===== src/rtl/uart_pkg.sv =====
// Shared definitions for the uart_txrx block: FSM state type, default
// line configuration, and the rounded baud divisor helper.
package uart_pkg;

  localparam int DEF_BYTESIZES = 8;
  localparam int DEF_RX_OS     = 16;
  localparam int DEF_TX_OS     = 1;
  localparam int DEF_BAUDRATE  = 115200;
  localparam int DEF_CLOCK_HZ  = 50_000_000;

  typedef enum logic [2:0] {IDLE, START, DATA, PARITY, STOP} uart_state_e;

  // Clocks per tick, rounded to nearest: clk / (baud * os).
  function automatic int calc_div(input int clk_hz, input int baud, input int os);
    int den;
    den = baud * os;
    return (clk_hz + den / 2) / den;
  endfunction

endpackage


===== src/rtl/uart_baud_gen.sv =====
// Tick generator: divides the system clock by DIV.
// Ports:
//   clock   - system clock
//   nreset  - synchronous active-low reset
//   restart - realigns the divider so the next tick lands DIV clocks later
//   tick    - one-cycle pulse every DIV clocks
module uart_baud_gen #(
  parameter int DIV = 434
) (
  input  logic clock,
  input  logic nreset,
  input  logic restart,
  output logic tick
);

  localparam int CW = (DIV > 1) ? $clog2(DIV) : 1;

  logic [CW-1:0] cnt;

  assign tick = (cnt == CW'(DIV - 1));

  always_ff @(posedge clock) begin
    if (!nreset)      cnt <= '0;
    else if (restart) cnt <= '0;
    else if (tick)    cnt <= '0;
    else              cnt <= cnt + 1'b1;
  end

endmodule


===== src/rtl/uart_txrx.sv =====
// Full-duplex UART (8N1 by default) with an oversampling receiver.
// Build option: define UART_PARITY_EN to insert an even-parity bit after
// the data bits in both directions.
// Ports:
//   clock, nreset          - system clock, synchronous active-low reset
//   tx_valid, tx_data      - frame request; data latched at accept
//   tx_busy, tx_sdata      - frame in flight, serial out (idle high)
//   rx_sdata               - asynchronous serial in
//   rx_data, rx_valid      - last good byte, one-cycle update strobe
//   rx_frame_err           - one-cycle strobe on bad stop (or parity)
module uart_txrx import uart_pkg::*; #(
  parameter int BYTESIZES           = DEF_BYTESIZES,
  parameter int RX_OVERSAMPLING     = DEF_RX_OS,
  parameter int TX_OVERSAMPLING     = DEF_TX_OS,
  parameter int BAUDRATE            = DEF_BAUDRATE,
  parameter int COUNTER_CLOCK_INPUT = DEF_CLOCK_HZ
) (
  input  logic                 clock,
  input  logic                 nreset,
  input  logic                 tx_valid,
  input  logic [BYTESIZES-1:0] tx_data,
  output logic                 tx_busy,
  output logic                 tx_sdata,
  input  logic                 rx_sdata,
  output logic [BYTESIZES-1:0] rx_data,
  output logic                 rx_valid,
  output logic                 rx_frame_err
);

  localparam int TX_DIV = calc_div(COUNTER_CLOCK_INPUT, BAUDRATE, TX_OVERSAMPLING);
  localparam int RX_DIV = calc_div(COUNTER_CLOCK_INPUT, BAUDRATE, RX_OVERSAMPLING);
  localparam int BW     = $clog2(BYTESIZES);
  localparam int TOW    = (TX_OVERSAMPLING > 1) ? $clog2(TX_OVERSAMPLING) : 1;
  localparam int ROW    = $clog2(RX_OVERSAMPLING);
  localparam logic [BW-1:0] LAST_BIT = BW'(BYTESIZES - 1);
`ifdef UART_PARITY_EN
  localparam uart_state_e AFTER_DATA = PARITY;
`else
  localparam uart_state_e AFTER_DATA = STOP;
`endif

  // ---------------- transmitter ----------------
  uart_state_e          tx_state, tx_state_n;
  logic                 tx_tick, tx_load, tx_bit_end;
  logic [TOW-1:0]       tx_os;
  logic [BW-1:0]        tx_bit;
  logic [BYTESIZES-1:0] tx_shift;
`ifdef UART_PARITY_EN
  logic                 tx_par;
`endif

  uart_baud_gen #(.DIV(TX_DIV)) u_tx_baud (
    .clock, .nreset, .restart(tx_load), .tick(tx_tick)
  );

  assign tx_bit_end = tx_tick && (tx_os == TOW'(TX_OVERSAMPLING - 1));
  assign tx_busy    = (tx_state != IDLE);

  always_comb begin
    tx_state_n = tx_state;
    tx_load    = 1'b0;
    tx_sdata   = 1'b1;
    case (tx_state)
      IDLE: if (tx_valid) begin
        tx_state_n = START;
        tx_load    = 1'b1;
      end
      START: begin
        tx_sdata = 1'b0;
        if (tx_bit_end) tx_state_n = DATA;
      end
      DATA: begin
        tx_sdata = tx_shift[0];
        if (tx_bit_end && tx_bit == LAST_BIT) tx_state_n = AFTER_DATA;
      end
`ifdef UART_PARITY_EN
      PARITY: begin
        tx_sdata = tx_par;
        if (tx_bit_end) tx_state_n = STOP;
      end
`endif
      STOP: if (tx_bit_end) begin
        // Chain straight into the next start bit so streamed frames have no
        // idle clock between them.
        if (tx_valid) begin
          tx_state_n = START;
          tx_load    = 1'b1;
        end else begin
          tx_state_n = IDLE;
        end
      end
      default: tx_state_n = IDLE;
    endcase
  end

  always_ff @(posedge clock) begin
    if (!nreset) begin
      tx_state <= IDLE;
      tx_os    <= '0;
      tx_bit   <= '0;
      tx_shift <= '0;
`ifdef UART_PARITY_EN
      tx_par   <= 1'b0;
`endif
    end else begin
      tx_state <= tx_state_n;
      if (tx_load) begin
        tx_shift <= tx_data;
        tx_bit   <= '0;
        tx_os    <= '0;
`ifdef UART_PARITY_EN
        tx_par   <= ^tx_data;
`endif
      end else if (tx_bit_end) begin
        tx_os <= '0;
        if (tx_state == DATA) begin
          tx_shift <= tx_shift >> 1;
          tx_bit   <= tx_bit + 1'b1;
        end
      end else if (tx_tick) begin
        tx_os <= tx_os + 1'b1;
      end
    end
  end

  // ---------------- receiver ----------------
  uart_state_e          rx_state, rx_state_n;
  logic                 rx_s1, rx_s2, rx_s3;
  logic                 rx_fall, rx_start, rx_tick, rx_mid_half, rx_mid, rx_good;
  logic [ROW-1:0]       rx_os;
  logic [BW-1:0]        rx_bit;
  logic [BYTESIZES-1:0] rx_shift;
`ifdef UART_PARITY_EN
  logic                 rx_par;
`endif

  // rx_s1/rx_s2 synchronize; rx_s3 is the previous synchronized sample.
  assign rx_fall  = rx_s3 & ~rx_s2;
  assign rx_start = (rx_state == IDLE) && rx_fall;

  uart_baud_gen #(.DIV(RX_DIV)) u_rx_baud (
    .clock, .nreset, .restart(rx_start), .tick(rx_tick)
  );

  assign rx_mid_half = rx_tick && (rx_os == ROW'(RX_OVERSAMPLING / 2 - 1));
  assign rx_mid      = rx_tick && (rx_os == ROW'(RX_OVERSAMPLING - 1));
`ifdef UART_PARITY_EN
  assign rx_good = rx_s2 && !((^rx_shift) ^ rx_par);
`else
  assign rx_good = rx_s2;
`endif

  always_comb begin
    rx_state_n = rx_state;
    case (rx_state)
      IDLE:  if (rx_fall) rx_state_n = START;
      // High at mid start bit means the edge was a glitch.
      START: if (rx_mid_half) rx_state_n = rx_s2 ? IDLE : DATA;
      DATA:  if (rx_mid && rx_bit == LAST_BIT) rx_state_n = AFTER_DATA;
`ifdef UART_PARITY_EN
      PARITY: if (rx_mid) rx_state_n = STOP;
`endif
      STOP:  if (rx_mid) rx_state_n = IDLE;
      default: rx_state_n = IDLE;
    endcase
  end

  always_ff @(posedge clock) begin
    if (!nreset) begin
      rx_s1        <= 1'b1;
      rx_s2        <= 1'b1;
      rx_s3        <= 1'b1;
      rx_state     <= IDLE;
      rx_os        <= '0;
      rx_bit       <= '0;
      rx_shift     <= '0;
      rx_data      <= '0;
      rx_valid     <= 1'b0;
      rx_frame_err <= 1'b0;
`ifdef UART_PARITY_EN
      rx_par       <= 1'b0;
`endif
    end else begin
      rx_s1        <= rx_sdata;
      rx_s2        <= rx_s1;
      rx_s3        <= rx_s2;
      rx_state     <= rx_state_n;
      rx_valid     <= 1'b0;
      rx_frame_err <= 1'b0;
      if (rx_start) begin
        rx_os  <= '0;
        rx_bit <= '0;
      end else if (rx_tick) begin
        // Realign at mid start bit so later samples fall mid-bit.
        if ((rx_state == START && rx_mid_half) || rx_mid) rx_os <= '0;
        else                                              rx_os <= rx_os + 1'b1;
      end
      if (rx_mid) begin
        case (rx_state)
          DATA: begin
            rx_shift <= {rx_s2, rx_shift[BYTESIZES-1:1]};
            rx_bit   <= rx_bit + 1'b1;
          end
`ifdef UART_PARITY_EN
          PARITY: rx_par <= rx_s2;
`endif
          STOP: begin
            if (rx_good) begin
              rx_data  <= rx_shift;
              rx_valid <= 1'b1;
            end else begin
              rx_frame_err <= 1'b1;
            end
          end
          default: ;
        endcase
      end
    end
  end

endmodule


===== config.mk =====
export PLATFORM = sky130hd
export DESIGN_NAME = uart_txrx
export DESIGN_NICKNAME = d
export VERILOG_FILES = /design/src/rtl/uart_pkg.sv /design/src/rtl/uart_baud_gen.sv /design/src/rtl/uart_txrx.sv
export SDC_FILE = /design/constraint.sdc
export NUM_CORES = 1
export LEC_CHECK = 0
export ABC_AREA = 1
export BUFFER_PORTS_ARGS = -buffer_cell sky130_fd_sc_hd__buf_2
export CAP_MARGIN = 10
export CELL_PAD_IN_SITES_DETAIL_PLACEMENT = 1
export CELL_PAD_IN_SITES_GLOBAL_PLACEMENT = 1
export CORE_MARGIN = 5
export CORE_UTILIZATION = 30
export DETAILED_ROUTE_END_ITERATION = 10
export GPL_TIMING_DRIVEN = 0
export HOLD_SLACK_MARGIN = 0.1
export PLACE_DENSITY = 0.56
export SYNTH_ARGS = -nofsm -noshare
export SYNTH_HDL_FRONTEND = slang
export SYNTH_SLANG_ARGS = --single-unit

===== constraint.sdc =====
create_clock -name clock -period 3.5 [get_ports clock]
set_clock_uncertainty 0.15 [all_clocks]
set_input_delay 0.175 -clock clock [delete_from_list [all_inputs] [get_ports clock]]
set_output_delay 0.175 -clock clock [all_outputs]
set_load 0.03 [all_outputs]

==> results.py <==
metrics = {
    "outcome": {
        "status": "finished clean",
    },
    "placed_design": {
        "place.port_buffers": 23,
        "post-place-ws_ns": 1.51,
        "hpwl_mm": 4.09,
        "gp_congestion": 0.773,
        "placed_cells": 448,
    },
    "clocking": {
        "clockBufferDepth": 2,
        "post-cts-setup-buffers": 0,
        "clock_sinks": 60,
        "cts_resized": 0,
        "clkLatencyLatePin_ns": 0.33,
        "cts.clk_slew.worst_paths_ns": 0.06,
        "numCtsBuffers": 9,
        "cts_hold_buf": 10,
        "h-tree-depth": 3,
        "cts_tree": "built",
        "cts-root-buf": "clkbuf_8",
    },
    "global_routing": {
        "grt_pass1_wl_mm": 10.4,
        "grt_pass1_vias": 2279,
        "grt_usage_pct": 12.5,
        "grt_antenna_before_repair": 0,
        "grt_overflow_total": 0,
        "grt_max_degree": 11,
    },
    "synth": {
        "ys_seq_area_share_pct": 46.6,
        "ys_ff_latch": 60,
        "synth_fp_nets": 341,
        "syn_avg_cell_area_um2": 8.05,
        "yosysTopAreaCellShare_pct": 46.6,
        "yosysWarnings": 0,
        "synth.distinct_cells": 32,
        "synth_area_leaders": "dfxtp_1 47%, nand2_1 7.4%, a21oi_1 5.4%",
        "syn-instance-count": 320,
        "yosys.area.top_type": "dfxtp_1",
        "netlist_area_um2": 2580,
    },
    "worst_setup_path": {
        "worst_setup_path_end_kind": "register",
        "crit_buf_inv": 3,
        "crit_required_ns": 3.54,
        "path_class": "reg -> reg",
        "worstPathCellList": "inv_1 > ha_1 > nand2_1 > nor2_4 > nand2_4 > inv_1 > nand2_1 > clkbuf_1 > o21ai_0 > a21oi_1",
        "critPathMaxFanout": 10,
        "worst_ep_arrival_time_ns": 2.01,
        "cp-start-kind": "register",
        "critPathMaxStageDelay_ns": 0.34,
        "crit_slowest_cell": "dfxtp_1",
        "cp_top_family": "simple AND/OR/NAND/NOR gates",
    },
    "timing": {
        "setup_slack_ns": 1.53,
        "whs_ns": 0.114,
        "slew_viol_final": 0,
        "final.setup.tns_ns": 0,
        "hold_viol_final": 0,
        "setup_viol": 0,
        "rsz0062_at_grt": "no",
        "period_needed_ns": 1.97,
        "fmax_mhz": 507,
        "finalCritPeriodShare_pct": 56.3,
        "max_slew.worst_pin.slew_ns": 0.615,
        "maxSlewHeadroom_pct": 59.0,
    },
    "layout": {
        "fillCellCount": 1035,
        "layout_commonest_cell": "dfxtp_1",
        "final_cells": 473,
        "drive_gt1_share_pct": 15.5,
        "fin_nets": 385,
        "area_delta_synth_final_pct": 20.0,
        "final_cell_mix": "60 x dfxtp_1, 51 x nand2_1, 37 x nor2_1",
        "n_antenna_cell": 0,
    },
    "power_and_ir_drop": {
        "p_total_mw": 1.40,
        "p_per_area_nw_per_um2": 452,
        "ir_worst_vdd_mv": 0.168,
        "leakage_nw": 1.25,
    },
    "routing": {
        "antenna_left": 0,
        "vias": 2166,
        "postRouteWirelength_mm": 5.71,
        "wire_per_inst_um": 12.1,
        "drt_iter0_drc": 32,
        "drtPass1Iterations": 2,
        "avgViaCountPerCell": 4.58,
        "drc": 0,
    },
    "floorplanning": {
        "core_um2": 8300,
        "start_util_pct": 31.1,
        "dieHeight_um": 103,
        "io_pins": 24,
        "die-area_um2": 10500,
        "dieWidth_um": 103,
        "num_rows": 33,
    },
    "min_path": {
        "min-delay-path-class": "in -> reg",
    },
    "run": {
        "cap_violations": 0,
    },
}
-- path summary, 6_finish.rpt --
path	start	end	slack, ns	cells past startpoint
worst max-delay path	u_rx_baud.cnt[0]$_SDFF_PP0_	rx_bit[1]$_SDFF_PN0_	1.53	10
worst min-delay path	tx_valid	tx_shift[7]$_SDFFE_PN0P_	0.11	5
worst max register to register	u_rx_baud.cnt[0]$_SDFF_PP0_	rx_bit[1]$_SDFF_PN0_	1.53	10
worst min register to register	rx_s1$_SDFF_PN1_	rx_good$_SDFF_PN1_	0.26	1
-- power by group --
part	leakage, nW	switching [mW]	internal [mW]	total, mW
clock	0.0893	0.256	0.290	0.545
combinational	0.672	0.0806	0.0513	0.132
sequential	0.487	0.0154	0.705	0.720
-- layout make-up --
cell class | count | area (um2) | area share (%)
sequential | 60 | 1200 | 38.8
multi-input combinational | 214 | 1180 | 38.1
timing repair buffer | 33 | 215 | 6.96
clock buffer | 13 | 159 | 5.14
inverter | 37 | 139 | 4.49
tap | 105 | 131 | 4.25
buffer | 9 | 57.6 | 1.86
clock inverter | 2 | 10.0 | 0.324
-- cell families after synthesis --
logic type / count (synthesis) / share of synthesized area (%)
compound gates: 59 / 12.9
xor+xnor: 10 / 3.40
fa+ha+maj: 9 / 4.37
buf+inv: 46 / 7.62
flops: 60 / 46.6
simple gates: 136 / 25.1
-- synth_stat cells --
cell       n
a211oi_2   2
nand2_1   51
dfxtp_1   60
nand3_1   21
clkbuf_1   4
and2_0     1
xor2_1     8
nor3_4     1
nor3_1     7
nor2_1    37
ha_1       9
a21oi_1   28
o21ai_1    5
nor3b_1    1
nand3_4    1
nor2_4     3
nor2_2     1
buf_1      1
nand2_2    2
o22ai_1    1
and2_1     1
clkinv_1   1
xnor2_1    2
nand2_4    3
o21ai_0   15
nand4_1    3
a211oi_1   8
buf_6      3
inv_2      1
or2_2      3
inv_1     35
buf_2      1
-- state kept, by name, indices dropped and copies added (netlist names) --
register,flops
rx_valid,1
rx_shift,8
rx_state,3
rx_s1,1
u_rx_baud.cnt,5
tx_state,3
tx_os,1
rx_bit,3
tx_shift,8
u_tx_baud.cnt,9
rx_os,4
rx_frame_err,1
rx_data,8
rx_s3,1
tx_bit,3
rx_good,1
-- stage by stage --
| step | util (%) | cell area, um2 |
|---|---|---|
| after floorplan | - | 2580 |
| after global placement | 34.0 | 2820 |
| after detailed placement | 34.0 | 2820 |
| after CTS | 37.3 | 3090 |
| after global routing | 37.3 | 3090 |
| final | 37.3 | 3090 |
-- metal layers --
layer	global-route usage [%]	up-vias	share of wire, %
met5	0	-	0
met4	3.63	0	0.93
met3	4.26	5	3.6
met2	21.3	21	48
met1	14.9	1012	48
li1	-	1128	-
-- worst register-to-register path: stages, from the launching register on --
cell,delay (ns)
dfxtp_1,0.34
inv_1,0.07
ha_1,0.15
nand2_1,0.09
nor2_4,0.21
nand2_4,0.09
inv_1,0.12
nand2_1,0.10
clkbuf_1,0.24
o21ai_0,0.22
a21oi_1,0.06
No activity file was read; power rests on OpenSTA's default activity.
